### src/rtl/axis_frame_arbiter_pkg.sv
// Shared types and helpers for the AXI-Stream frame arbiter.
// Holds the FSM state type, source count and counter sizing.
package axis_arb_pkg;

    typedef enum logic {
        IDLE = 1'b0,
        XFER = 1'b1
    } arb_state_t;

    localparam int NUM_SRC = 2;

    function automatic int cnt_width(input int frame_len);
        return (frame_len < 2) ? 1 : $clog2(frame_len);
    endfunction

endpackage

### src/rtl/axis_frame_arbiter_rr_pick2.sv
// Two-way round-robin pick.
// On a tie the source other than the last grant wins.
module rr_pick2
    import axis_arb_pkg::*;
(
    input  logic [NUM_SRC-1:0] req,
    input  logic               last,
    output logic               gnt_idx,
    output logic               gnt_valid
);

    // Tie goes to the source not served last; otherwise the lone requester.
    always_comb begin
        gnt_valid = |req;
        gnt_idx   = (&req) ? ~last : req[1];
    end

endmodule

### src/rtl/axis_frame_arbiter.sv
// Frame-level round-robin arbiter sharing one AXIS sink between two sources.
// Optional per-source frame counters: define AXIS_FRAME_ARB_STATS_EN.
module axis_frame_arbiter
    import axis_arb_pkg::*;
#(
    parameter int C_DATA_WIDTH = 32,
    parameter int C_FRAME_LEN  = 16,
    parameter int C_CNT_WIDTH  = 32
) (
    input  logic                    s_axi_aclk,
    input  logic                    s_axi_areset,
    input  logic                    i_enable,
    output logic                    s_axis_0_tready,
    input  logic                    s_axis_0_tvalid,
    input  logic [C_DATA_WIDTH-1:0] s_axis_0_tdata,
    output logic                    s_axis_1_tready,
    input  logic                    s_axis_1_tvalid,
    input  logic [C_DATA_WIDTH-1:0] s_axis_1_tdata,
    input  logic                    m_axis_tready,
    output logic                    m_axis_tvalid,
    output logic [C_DATA_WIDTH-1:0] m_axis_tdata,
    output logic                    m_axis_tid,
    output logic                    m_axis_sof,
    output logic                    o_busy
`ifdef AXIS_FRAME_ARB_STATS_EN
    ,
    output logic [C_CNT_WIDTH-1:0]  o_frames_0,
    output logic [C_CNT_WIDTH-1:0]  o_frames_1
`endif
);

    localparam int CW = cnt_width(C_FRAME_LEN);
    localparam logic [CW-1:0] LAST_W = CW'(C_FRAME_LEN - 1);

    if (C_FRAME_LEN < 2 || C_FRAME_LEN > 256 || C_CNT_WIDTH < 1) begin : g_param_check
        $error("axis_frame_arbiter: illegal parameter value");
    end

    arb_state_t    state, state_n;
    logic [CW-1:0] cnt, cnt_n;
    logic          gnt, gnt_n;
    logic          last, last_n;
    logic          frame_done;
    logic          pick_idx;
    logic          pick_valid;

    rr_pick2 u_pick (
        .req       ({s_axis_1_tvalid, s_axis_0_tvalid}),
        .last      (last),
        .gnt_idx   (pick_idx),
        .gnt_valid (pick_valid)
    );

    // State, word counter, grant and last-grant pointer registers.
    always_ff @(posedge s_axi_aclk or posedge s_axi_areset) begin
        if (s_axi_areset) begin
            state <= IDLE;
            cnt   <= '0;
            gnt   <= 1'b0;
            last  <= 1'b1;
        end else begin
            state <= state_n;
            cnt   <= cnt_n;
            gnt   <= gnt_n;
            last  <= last_n;
        end
    end

    // Arbitrate in IDLE; pass the granted source through in XFER.
    always_comb begin
        state_n         = state;
        cnt_n           = cnt;
        gnt_n           = gnt;
        last_n          = last;
        frame_done      = 1'b0;
        s_axis_0_tready = 1'b0;
        s_axis_1_tready = 1'b0;
        m_axis_tvalid   = 1'b0;
        m_axis_tdata    = '0;
        m_axis_tid      = gnt;
        m_axis_sof      = 1'b0;
        o_busy          = 1'b0;
        unique case (state)
            IDLE: begin
                if (i_enable && pick_valid) begin
                    gnt_n   = pick_idx;
                    state_n = XFER;
                end
            end
            XFER: begin
                o_busy          = 1'b1;
                m_axis_tvalid   = gnt ? s_axis_1_tvalid : s_axis_0_tvalid;
                m_axis_tdata    = gnt ? s_axis_1_tdata : s_axis_0_tdata;
                s_axis_0_tready = ~gnt & m_axis_tready;
                s_axis_1_tready = gnt & m_axis_tready;
                m_axis_sof      = (cnt == '0) & m_axis_tvalid;
                if (m_axis_tvalid && m_axis_tready) begin
                    if (cnt == LAST_W) begin
                        cnt_n      = '0;
                        last_n     = gnt;
                        state_n    = IDLE;
                        frame_done = 1'b1;
                    end else begin
                        cnt_n = cnt + CW'(1);
                    end
                end
            end
            default: state_n = IDLE;
        endcase
    end

`ifdef AXIS_FRAME_ARB_STATS_EN
    // Completed-frame counters per source, wrapping naturally.
    always_ff @(posedge s_axi_aclk or posedge s_axi_areset) begin
        if (s_axi_areset) begin
            o_frames_0 <= '0;
            o_frames_1 <= '0;
        end else if (frame_done) begin
            if (gnt) begin
                o_frames_1 <= o_frames_1 + C_CNT_WIDTH'(1);
            end else begin
                o_frames_0 <= o_frames_0 + C_CNT_WIDTH'(1);
            end
        end
    end
`else
    logic unused_frame_done;
    assign unused_frame_done = frame_done;
`endif

endmodule

### config.mk
export PLATFORM = sky130hd
export DESIGN_NAME = axis_frame_arbiter
export DESIGN_NICKNAME = d
export VERILOG_FILES = /design/src/rtl/axis_frame_arbiter_pkg.sv /design/src/rtl/axis_frame_arbiter_rr_pick2.sv /design/src/rtl/axis_frame_arbiter.sv
export SDC_FILE = /design/constraint.sdc
export NUM_CORES = 1
export LEC_CHECK = 0
export ABC_AREA = 1
export BUFFER_PORTS_ARGS = -buffer_cell sky130_fd_sc_hd__buf_2
export CORE_MARGIN = 10
export CORE_UTILIZATION = 33
export CTS_CLUSTER_SIZE = 30
export DETAILED_ROUTE_END_ITERATION = 8
export GPL_ROUTABILITY_DRIVEN = 0
export PLACE_DENSITY = 0.8
export SLEW_MARGIN = 20
export SYNTH_ARGS = -nofsm -noshare
export SYNTH_HDL_FRONTEND = slang
export SYNTH_SLANG_ARGS = --single-unit
### constraint.sdc
create_clock -name s_axi_aclk -period 1.6 [get_ports s_axi_aclk]
set_input_delay 0.4 -clock s_axi_aclk [delete_from_list [all_inputs] [get_ports s_axi_aclk]]
set_output_delay 0.4 -clock s_axi_aclk [all_outputs]
set_load 0.01 [all_outputs]
Yosys cells after proc, flatten, opt, wreduce, memory -nomap -nowiden
Cells that the tools add are included.
- bits in registers: 7
- input bits: 70
- output and inout port bits: 38
- word-level logic and storage cells: 34
- $add $sub $neg: 1
- equal/unequal tests: 1
- mux-type cells: 14
- bitwise operators: 6
- reductions and logical operators: 8
- operators with widths (operator ; count):
    $mux W32 ; 2
    $mux W1 ; 10
    $reduce_and A2 Y1 ; 3
    $add A4 B1 Y4 const B ; 1
    $eq A4 B4 Y1 const B ; 1
    $logic_not A4 Y1 ; 1
    $mux W4 ; 1
    $and A1 B1 Y1 ; 3
    $not A1 Y1 ; 3
    $reduce_and A3 Y1 ; 1
    $logic_and A1 B1 Y1 ; 2
    $pmux W1 S2 ; 1
    $reduce_or A2 Y1 ; 1

Longest topological paths before layout
- depth in word-level cells: 4
- gate-level depth with buffers: 7
- depth with buffers taken out: 6

By module
A second synthesis with hierarchy kept.
- cell total of the unflattened synthesis: 165
- area, all modules: 928.4 um^2
- modules (own cells, without submodules) (module ; times used ; cells each ; area an instance (um^2) ; seq. area each (um^2)):
    axis_frame_arbiter ; 1 ; 162 ; 913.4 ; 176.4
    rr_pick2 ; 1 ; 3 ; 15.0 ; 0.0

Worst setup path before layout
No wires, ideal clock.
- kind: reg-to-output
- start: register gnt, in the netlist m_axis_tid
- end: output port m_axis_tdata[0]
- arrival time: 1.018 ns
- required time: 1.200 ns
- setup slack: 0.182 ns
- cell stages (with the launch flop): 6
- buffers on the path: 2
- cell sequence: dfrtp_1 buf_6 inv_6 buf_2 nor2_1 nor2_1
- longest elaborated chain between the ends: 2
- ends and longest elaborated chain (item ; RTL line ; source):
    start: declaration ; axis_frame_arbiter.sv:41 ; logic gnt, gnt_n;
    start signal: assignment ; axis_frame_arbiter.sv:64 ; gnt <= gnt_n;
    $mux W32 ; axis_frame_arbiter.sv:93 ; m_axis_tdata = gnt ? s_axis_1_tdata : s_axis_0_tdata;
    $mux W32 ; axis_frame_arbiter.sv:83 ; unique case (state)
    end: declaration ; axis_frame_arbiter.sv:21 ; output logic [C_DATA_WIDTH-1:0] m_axis_tdata,
Every way passes these cells.

Worst setup path in the final report
- start: register gnt, in the netlist m_axis_tid
- end: output port m_axis_tdata[16]
Same word-level chain as after synthesis.

==> results.cfg <==
[timing]
final.setup_skew_ns = 0.00695
fmax_mhz = 581
fin_ws_ns = -0.121
max_slew_margin = 0.810
fin_tns_setup_ns = -2.32
rsz0062_at_grt = true
tightest_slew_ns = 0.285
hold_viol_final = 0
min_period_over_period = 1.08
maxSlewViolCount = 0
fin_crit_ns = 1.72
setup_viol = 34

[route]
routedWlPerCell_um = 16.0
drc = 0
firstDrtPassIters = 4
drt_wl_total_um = 4990
route.vias.total = 1530
drt_iter0_markers = 92
avgViaCountPerCell = 4.92
antenna_left = 0

[final_layout]
nets = 354
n_antenna_cell = 0
fin_area_mm2 = 0.00185
num-fill-cells = 234
syn_to_final_growth_pct = 105
final_layout_size_suffix_gt1_frac = 0.633

[worst_setup_path]
critPathSlowestCell = dfrtp_2
worstPathRequired_ns = 1.20
critPathMaxStageDelay_ns = 0.41
ff2ff_path_depth = 8
arrival_ns = 1.32
crit_buf_inv = 3
r2r_slack_ns = 0.37
critical_path_peak_fanout = 9
start_kind = flop
critical-path-top-delay-family = buffers and inverters
reg2reg_from = m_axis_tid
endpoint_kind = output pin
critPathKind = reg2out
path_cells = buf_12 -> clkbuf_16 -> o21ai_2 -> nor2_1 -> buf_2
r2r-end = cnt[0]

[floorplan]
boundaryPins = 108
core-area_mm2 = 0.00254
dieArea_mm2 = 0.00524
die_h_um = 72.4
rows = 18
initial_core_util = 0.356
die_x_um = 72.4

[outcome]
status = finished with violations
violations = negative setup slack

[yosys]
ys_types = 20
yosys_warnings = 0
yosysSeqAreaShare = 0.195
synth.avg_cell_area_um2 = 5.49
syn_area_um2 = 906
syn_nets = 237
synth-seq-cells = 7
syn_inst = 165

[clocking]
clkLatencyLatePin_ns = 0.25
path_clk_slew_ns = 0.06
h-tree-depth = 1
cts_tree = built
clock_sinks = 7
cts-root-buf = clkbuf_4
numCtsBuffers = 3
cts_buffer_depth = 2

[placed_design]
dpl_worst_slack_ns = 0.179
placed_area_mm2 = 0.00151
port_buffers = 107
dp_hpwl_um = 3640

[global_routing]
grt_max_degree = 19
antenna_found_initial = 0
grt_usage = 0.154
grt_pass1_wl_um = 6850
grt_pass1_vias = 1421
grt_overflow = 0

[pwr]
vdd_drop_max_v = 0.000606
leakage_nw = 1.02
power_density_mw_per_mm2 = 637

[run]
maxCapViolCount = 0

[min_path]
min-delay-path-class = in2async
## stage by stage
stage | utilization | hold slack (ns) | power (mW) | cells
after global placement | 0.592 | 0.339 | 0.862 | 300
after detailed placement | 0.592 | 0.347 | 0.872 | 300
after CTS | 0.624 | 0.0752 | 1.06 | 307
after global routing | 0.728 | 0.102 | 1.29 | 311
after floorplan | - | 0.203 | 0.613 | 165
final | 0.728 | 0.0723 | 1.18 | 311
## cell usage after synthesis (all sizes together)
cell    instances  share of area
dfrtp           6           0.17
dfstp           1          0.029
clkinv          1         0.0055
clkbuf          2          0.011
nor2           69           0.29
nand4           2          0.014
a21boi          1         0.0083
inv             8          0.039
or2             1         0.0069
nand2          20           0.11
o21ai          37           0.20
a21oi           1         0.0055
nand3           6          0.033
ha              2          0.028
buf             8          0.051
## cell usage in the layout (no fill, tap or decap)
| master | netlist | layout |
|---|---|---|
| a21boi_0 | 1 | 1 |
| a21oi_2 | 0 | 1 |
| buf_12 | 0 | 6 |
| buf_2 | 7 | 107 |
| buf_4 | 0 | 4 |
| buf_6 | 1 | 1 |
| buf_8 | 0 | 1 |
| clkbuf_1 | 0 | 1 |
| clkbuf_16 | 0 | 2 |
| clkbuf_4 | 0 | 3 |
| clkinv_2 | 1 | 1 |
| clkinv_8 | 0 | 1 |
| dfrtp_1 | 6 | 5 |
| dfrtp_2 | 0 | 1 |
| dfstp_2 | 1 | 1 |
| ha_1 | 2 | 2 |
| inv_1 | 7 | 7 |
| inv_4 | 0 | 1 |
| nand2_1 | 15 | 15 |
| nand2_2 | 2 | 1 |
| nand2_4 | 3 | 4 |
| nand3_1 | 6 | 5 |
| nand3_2 | 0 | 1 |
| nand4_1 | 2 | 2 |
| nor2_1 | 69 | 51 |
| nor2_2 | 0 | 16 |
| nor2_4 | 0 | 2 |
| o21ai_0 | 34 | 2 |
| o21ai_1 | 3 | 12 |
| o21ai_2 | 0 | 22 |
| o21ai_4 | 0 | 1 |
| or2_2 | 1 | 1 |
## power breakdown
group	internal, mW	leakage, nW	switching [mW]
clock	0.0952	0.0150	0.0661
sequential	0.229	0.0795	0.0653
combinational	0.350	0.927	0.375
total	0.674	1.02	0.506
## layout make-up
| class | count | area, µm² | share of cell area |
|---|---|---|---|
| multi-input cells | 139 | 796 | 0.429 |
| repair buffers | 121 | 762 | 0.411 |
| flip-flops and latches | 7 | 178 | 0.0959 |
| clock buffers | 4 | 26.3 | 0.0142 |
| well taps | 30 | 37.5 | 0.0203 |
| inverters | 9 | 47.5 | 0.0257 |
| repair inverters | 1 | 6.26 | 0.00338 |
## state kept, by name, summed over array words and instances, names as in the netlist
name and cells:
last 1, cnt 4, m_axis_tid 1, state 1
## logic make-up (layout without fill, tap and decap cells)
| group | after synthesis | count (layout) | synth area share |
|---|---|---|---|
| flip-flops | 7 | 7 | 0.195 |
| AO/OA/AOI/OAI | 39 | 39 | 0.218 |
| adder cells (fa/ha/maj) | 2 | 2 | 0.0276 |
| AND/OR/NAND/NOR | 98 | 98 | 0.453 |
| buffers and inverters | 19 | 135 | 0.106 |
## metal layers
| layer | share of wire | GRT usage | vias to the layer above |
|---|---|---|---|
| met5 | 0 | 0 | - |
| met1 | 0.38 | 0.171 | 670 |
| met4 | 0.016 | 0.0380 | 0 |
| met2 | 0.49 | 0.265 | 82 |
| li1 | - | - | 772 |
| met3 | 0.12 | 0.0626 | 6 |
## worst register-to-register path: cells and delay by family, from the launching register on
kind / cells / cell delay [ns]
compound gates: 1 / 0.07
buf+inv: 3 / 0.43
flops: 1 / 0.41
simple gates: 4 / 0.26
## repair_timing
| item | CTS | global route |
|---|---|---|
| gates resized for setup | 18 | 73 |
| pin swaps | 0 | 18 |
| buffers inserted | 3 | 1 |
| endpoints found under the setup margin | 34 | 36 |
| gates cloned | 0 | 3 |
| hold buffers | 0 | 0 |
## worst max path at each step
stage | start | endpoint | slack (ns) | depth (start not counted)
floorplan | m_axis_tid | m_axis_tdata[0] | 0.18 | 5
global placement | m_axis_tid | m_axis_tdata[15] | 0.17 | 4
detailed placement | m_axis_tid | m_axis_tdata[13] | 0.18 | 4
CTS | m_axis_tid | m_axis_sof | -0.06 | 6
global route | m_axis_tid | m_axis_tdata[16] | -0.17 | 5
finish | m_axis_tid | m_axis_tdata[16] | -0.12 | 5
Note: power is estimated with default switching activity, not from simulation.
